**src/rtl/rom_bridge.sv**
```systemverilog
// Instruction-fetch bridge: a one-word line buffer in front of a ready/valid memory port.
// A miss stalls fetch, issues one word-aligned request, and refills the buffer on the
// response; the word is then delivered by the following hit.
module rom_bridge #(
  parameter int unsigned ADDR_WIDTH = 32,
  parameter int unsigned DATA_WIDTH = 32
) (
  input  logic                  clk,
  input  logic                  rst,
  input  logic                  rom_en,
  input  logic [3:0]            rom_write_en,
  input  logic [ADDR_WIDTH-1:0] rom_addr,
  input  logic [DATA_WIDTH-1:0] rom_write_data,
  input  logic                  flush,
  output logic [DATA_WIDTH-1:0] rom_read_data,
  output logic                  stall_req,
  output logic                  mem_req_valid,
  input  logic                  mem_req_ready,
  output logic [ADDR_WIDTH-1:0] mem_req_addr,
  input  logic                  mem_resp_valid,
  input  logic [DATA_WIDTH-1:0] mem_resp_data,
  output logic                  err,
  output logic [31:0]           miss_cnt
);

  typedef enum logic [1:0] {
    StIdle,
    StReq,
    StWait
  } state_e;

  state_e                  state_q, state_d;
  logic [ADDR_WIDTH-3:0]   tag_q;
  logic [DATA_WIDTH-1:0]   data_q;
  logic                    valid_q;
  logic                    drop_q;
  logic                    hit;
  logic                    miss;
  logic                    issue;
  logic                    fill;
  logic                    bad_access;

  // Writes are unsupported, so the write data is never consumed.
  logic unused_write_data;
  assign unused_write_data = ^rom_write_data;

  assign hit        = rom_en & valid_q & (rom_addr[ADDR_WIDTH-1:2] == tag_q);
  assign miss       = rom_en & ~hit;
  assign bad_access = rom_en & ((rom_write_en != 4'b0000) | (rom_addr[1:0] != 2'b00));

  // Next-state decode plus the combinational stall and request-valid outputs.
  always_comb begin
    state_d       = state_q;
    stall_req     = 1'b0;
    mem_req_valid = 1'b0;
    issue         = 1'b0;
    fill          = 1'b0;
    case (state_q)
      StIdle: begin
        if (miss) begin
          stall_req = 1'b1;
          issue     = 1'b1;
          state_d   = StReq;
        end
      end
      StReq: begin
        stall_req     = 1'b1;
        mem_req_valid = 1'b1;
        if (mem_req_ready) begin
          state_d = StWait;
        end
      end
      StWait: begin
        stall_req = 1'b1;
        if (mem_resp_valid) begin
          state_d = StIdle;
          // A flush in the response cycle discards the word just like an earlier flush.
          fill    = ~drop_q & ~flush;
        end
      end
      default: state_d = StIdle;
    endcase
  end

  // FSM state register.
  always_ff @(posedge clk or negedge rst) begin
    if (!rst) begin
      state_q <= StIdle;
    end else begin
      state_q <= state_d;
    end
  end

  // Line buffer: refill on an undropped response, invalidate on flush.
  always_ff @(posedge clk or negedge rst) begin
    if (!rst) begin
      tag_q   <= '0;
      data_q  <= '0;
      valid_q <= 1'b0;
    end else begin
      if (fill) begin
        tag_q  <= mem_req_addr[ADDR_WIDTH-1:2];
        data_q <= mem_resp_data;
      end
      if (flush) begin
        valid_q <= 1'b0;
      end else if (fill) begin
        valid_q <= 1'b1;
      end
    end
  end

  // Drop flag marks the in-flight response as stale after a flush; cleared back in idle.
  always_ff @(posedge clk or negedge rst) begin
    if (!rst) begin
      drop_q <= 1'b0;
    end else if (state_d == StIdle) begin
      drop_q <= 1'b0;
    end else if (flush && (state_q != StIdle)) begin
      drop_q <= 1'b1;
    end
  end

  // Request address and miss counter are captured when a miss issues.
  always_ff @(posedge clk or negedge rst) begin
    if (!rst) begin
      mem_req_addr <= '0;
      miss_cnt     <= 32'd0;
    end else if (issue) begin
      mem_req_addr <= {rom_addr[ADDR_WIDTH-1:2], 2'b00};
      miss_cnt     <= miss_cnt + 32'd1;
    end
  end

  // Fetch data register: loads only on an idle-state hit, otherwise holds.
  always_ff @(posedge clk or negedge rst) begin
    if (!rst) begin
      rom_read_data <= '0;
    end else if ((state_q == StIdle) && hit) begin
      rom_read_data <= data_q;
    end
  end

  // Sticky error for write attempts and misaligned fetches.
  always_ff @(posedge clk or negedge rst) begin
    if (!rst) begin
      err <= 1'b0;
    end else if (bad_access) begin
      err <= 1'b1;
    end
  end

endmodule

```
**config.mk**
```make
export PLATFORM = sky130hd
export DESIGN_NAME = rom_bridge
export DESIGN_NICKNAME = d
export VERILOG_FILES = /design/src/rtl/rom_bridge.sv
export SDC_FILE = /design/constraint.sdc
export NUM_CORES = 1
export LEC_CHECK = 0
export ABC_CLOCK_PERIOD_IN_PS = 2800
export BUFFER_PORTS_ARGS = -buffer_cell sky130_fd_sc_hd__buf_2
export CAP_MARGIN = 20
export CORE_AREA = 2 2 156 158
export DETAILED_ROUTE_END_ITERATION = 6
export DIE_AREA = 0 0 158 160
export SLEW_MARGIN = 40
export SYNTH_ARGS = -nofsm -noshare
export SYNTH_HDL_FRONTEND = slang
export SYNTH_SLANG_ARGS = --single-unit
```
**constraint.sdc**
```tcl
create_clock -name clk -period 2.8 [get_ports clk]
set_input_delay 0.14 -clock clk [delete_from_list [all_inputs] [get_ports clk]]
set_output_delay 0.14 -clock clk [all_outputs]
set_load 0.005 [all_outputs]
```
After elaboration in Yosys (flattened, before gate mapping). Index checks and enable logic that the tools add are counted.

Mux-type cells: 14. Divide/modulo/power cells: 0. Eq/ne operators: 3. Reductions and logical operators: 10. Shifts and indexed selects: 0. Add/subtract/negate cells: 1. $mul: 0. Order comparisons: 0. Bitwise gates (word level): 9.

Operators by type and width (number): 32-bit by 1-bit adder with 32-bit output (second input constant) (1); 30-bit == test (1); 1-bit 2-to-1 mux (9); 2-bit nonzero test (4); 2-bit 2-to-1 mux (3); 2-bit case mux with 3 select lines (1); 1-bit bitwise AND (5); 2-bit zero test (2); 4-bit nonzero test (1); 1-bit inverter (3); 2-bit by 1-bit == test with 1-bit output (second input constant) (1); 2-bit == test (second input constant) (1); 1-bit logical AND (2); 1-bit case mux with 2 select lines (1); 2-bit OR reduction (1); 1-bit OR (1).

Bits in latches: 0. Memories: 0. ROM bits: 0. Bits of input ports: 106. Flip-flop bits (word level): 161. Logic and storage cells: 46. Output and inout port bits: 99. RAM bits: 0.

Longest topological paths before layout.
Word-level depth: 8. Gate-level depth with buffers: 9. Depth with buffers taken out: 8.

Worst setup path after synthesis. No wires, ideal clock.

Path kind: reg2reg. Start: register state_q[0]. End: register miss_cnt[27]. Cell stages (with the launch flop): 9. Arrival time: 2152 ps. Required time: 2677 ps. Slack: 525 ps. Buffers on the path: 1. Clock period less this slack: 2275 ps. Path through: dfrtp_1 inv_1 ha_1 and2_1 and3_1 buf_4 or3b_4 or4b_1 xnor2_1.

Cells in the longest elaborated chain, start to end: 2.

RTL lines: from (decl) (line 32) `state_e state_q, state_d;`; from (signal assigned) (line 88) `state_q <= StIdle;`; from (signal assigned) (line 90) `state_q <= state_d;`; 2-bit zero test (line 58) `case (state_q)`; 1-bit 2-to-1 mux (line 58); to (signal assigned) (line 131) `miss_cnt <= miss_cnt + 32'd1;`; to (decl) (line 23) `output logic [31:0] miss_cnt`.

Every way passes these cells. A chain may end at the register's enable or synchronous reset.

Worst setup path in the final report.
Start: register tag_q[24]. End: output port stall_req.

Cells in the longest elaborated chain, start to end: 6.

RTL lines: from (decl) (line 33) `logic [ADDR_WIDTH-3:0] tag_q;`; from (signal assigned) (line 102) `tag_q <= mem_req_addr[ADDR_WIDTH-1:2];`; 30-bit == test (line 47) `assign hit = rom_en & valid_q & (rom_addr[ADDR_WIDTH-1:2] == tag_q);`; 1-bit bitwise AND (line 47); 1-bit inverter (line 48) `assign miss = rom_en & ~hit;`; 1-bit bitwise AND (line 48); 1-bit 2-to-1 mux (line 60) `if (miss) begin`; 1-bit case mux with 2 select lines (line 58); to (decl) (line 16) `output logic stall_req,`.

Every way passes these cells.

==> results.txt <==
Tcrit/Tclk final - 0.9129
Fin. Hold Viols - 0
antenna viol nets, final - 0
kind of critical path - reg2out
Async S/R FF share, synth - 1.000
Metal-1 WL - 7.683 mm
Seq cells post-synth - 161
Synth-to-Final Area Change - 36.71%
vias in the first global route - 4810
final WL - 16.08 mm
cell count after synthesis - 488
Port Buf Inserts - 170
commonest non-fill, non-tap cell in the layout - buf_2
# rows - 57
Ys Warns - 0
number of H-tree levels - 4
r2r endpoint - rom_read_data[23]
DRC - 0
pin count of the biggest net entering global routing - 66
routed wl met3 - 927 um
Slew Viols, Final - 0
PD cells - 827.6 nW/um^2
Nets - 848
Post-synth top flop - dfrtp_1
Max-Cap Viols - 0
Clock Latency Late Sink - 0.42 ns
DRT iter0 DRCs - 139
maximum root-to-sink buffer count - 2
type of element capturing the critical path - output pin
Cell Area, Synth - 6950 um^2
Hold Path Sink - valid_q
Worst slew margin - 0.5686
crit-path cells - xor2_1, nor4_1, nand4_1, buf_4, o21ai_4, buf_12, a21oi_1, buf_2
Max VDD drop - 370.7 uV
Worst EP required - 2.66 ns
Core Box Area - 23820 um^2
clk slew on worst S/H paths - 0.06 ns
Routed WL per cell - 15.00 um
Tmin final - 2.556 ns
CTS tree - done
Cell variety after synth - 42
HPWL after DPL - 10.71 mm
fin worst setup slack - 0.2438 ns
Leak - 4.719 nW
max layer used - met4
Antenna Cells - 0
Setup violations, final - 0
Final GP Congestion - 0.7183
all-layer global routing usage - 0.1308
first-pass GRT wire length - 25.65 mm
WL met2 - 7.269 mm
initial antenna violation count - 0
I/O pin cnt - 205
CTS root buf - clkbuf_16
WHS Path Cells - 3
family with the most delay on the worst path - buffers and inverters
depth of the worst register-to-register path - 7
CTS buffer count - 17
EDFF count, synth - 0
peak per-stage delay on the critical path - 0.43 ns
Worst Path Max Fanout - 36
Fmax achieved - 391.2 MHz
sequential fraction of the synthesis area - 0.5797
WP data arrival - 2.42 ns
slowest CP cell - nor4_1
outcome - completed
Initial Utilization - 0.2918
unrepaired setup endpoints after global routing - false
CP startpoint kind - flop
Hold Crit Class - in2reg
post-route cell area - 9502 um^2
Die ar. - 25280 um^2
most frequent cells in the layout - 169 x buf_2, 161 x dfrtp_1, 93 x mux2_2
DR vias/cell - 4.345
Setup WS pre-CTS - 0.2995 ns
Die Ht - 160 um
R2R Setup Slk - 0.33 ns
Die X - 158 um
Final Skew - 0.007324 ns
DR vias - 4658
post-placement cell area - 8253 um^2
Crit path buffers/inverters - 3
First-pass DRT Iterations - 4
grt total ovfl - 0
post-route setup TNS - 0 ns
Worst Tran Pin Value - 0.6471 ns
Hold Startpoint - flush
FF-to-FF Start - tag_q[16]
CTS sink cnt - 161
layout cell share with drive strength beyond 1 - 0.4572
PostCTS Resize Cnt - 0
syn_area_per_cell - 14.24 um^2
[tightest hold or removal path, stage by stage]
cell and delay, ns:
buf_2 0.12, inv_1 0.05, a21o_1 0.10
[Yosys cell counts (2+ instances only)]
master,instances,share of area
a211oi_1,2,0.0022
a21o_1,2,0.0022
a21oi_1,4,0.0029
and2_1,3,0.0027
and3_1,8,0.0072
and4_1,3,0.0038
buf_2,3,0.0022
buf_4,4,0.0043
buf_6,3,0.0049
clkbuf_1,8,0.0043
dfrtp_1,161,0.58
ha_1,5,0.0090
inv_1,8,0.0043
mux2_2,93,0.15
mux2_4,30,0.065
nand2_1,15,0.0081
nand3_1,10,0.0072
nand4_1,13,0.012
nor2_1,7,0.0038
nor2b_1,2,0.0018
nor3_1,9,0.0065
nor4_1,13,0.012
o211ai_1,2,0.0022
o21ai_0,2,0.0014
or3_1,2,0.0018
xnor2_1,22,0.028
xor2_1,39,0.049
[how the worst max path moves through the flow]
stage                           from           endpoint  slack [ns]  cells after the start
after CTS                  tag_q[24]          stall_req        0.02                      7
after global placement     tag_q[16]  rom_read_data[24]        0.35                      7
after global routing       tag_q[24]          stall_req        0.09                      8
after floorplan           state_q[0]       miss_cnt[27]        0.53                      8
after detailed placement   tag_q[16]  rom_read_data[23]        0.30                      7
final                      tag_q[24]          stall_req        0.24                      8
[state kept, by name (all words and copies together) (netlist names)]
name	count
data_q	32
drop_q	1
err	1
mem_req_addr	30
miss_cnt	32
rom_read_data	32
state_q	2
tag_q	30
valid_q	1
[stage by stage]
| stage | util | power [W] | cells | hold WS, ns |
|---|---|---|---|---|
| 4_1_cts | 0.3983 | 0.008014 | 1070 | 0.002956 |
| 3_5_place_dp | 0.3465 | 0.005504 | 976 | 0.1902 |
| 6_report | 0.3989 | 0.007864 | 1072 | 0.02644 |
| 5_1_grt | 0.3989 | 0.008380 | 1072 | 0.01723 |
| 2_1_floorplan | - | 0.004661 | 489 | -0.1556 |
| 3_3_place_gp | 0.3465 | 0.005430 | 976 | 0.1861 |
[what timing repair did]
item | CTS | global route
hold buffers | 64 | 0
buffers inserted | 0 | 2
setup endpoints to repair | 0 | 1
hold endpoints to repair | 123 | 0
[logic make-up after synthesis]
group,Yosys count,share of synthesized area
AND/OR/NAND/NOR,93,0.07957
flip-flops,161,0.5797
adder cells (fa/ha/maj),5,0.009001
AO/OA/AOI/OAI,18,0.01890
other,1,0.0005395
buffers and inverters,26,0.01998
XOR/XNOR,61,0.07687
multiplexers,123,0.2155
[where the power goes]
group	internal [W]	total [W]	leakage, nW	switching (W)
Combinational	0.00113	0.00202	2.35	0.000885
Sequential	0.00302	0.00346	2.09	0.000447
Clock	0.00144	0.00238	0.285	0.000939
[cell type report]
class	instances	area, um^2
clock buffer	21	460.4
clock inverter	9	132.6
fill	2318	14320
inverter	8	30.03
multi-input combinational	302	2799
sequential	161	4029
tap	324	405.4
timing repair buffer	247	1645
[routing by layer]
metal  vias to the layer above  track usage
li1                       2223            -
met1                      2290       0.1788
met2                       129       0.2008
met3                        16      0.03772
met4                         0      0.03972
met5                         -            0
Note: power is estimated with default switching activity, not from simulation.
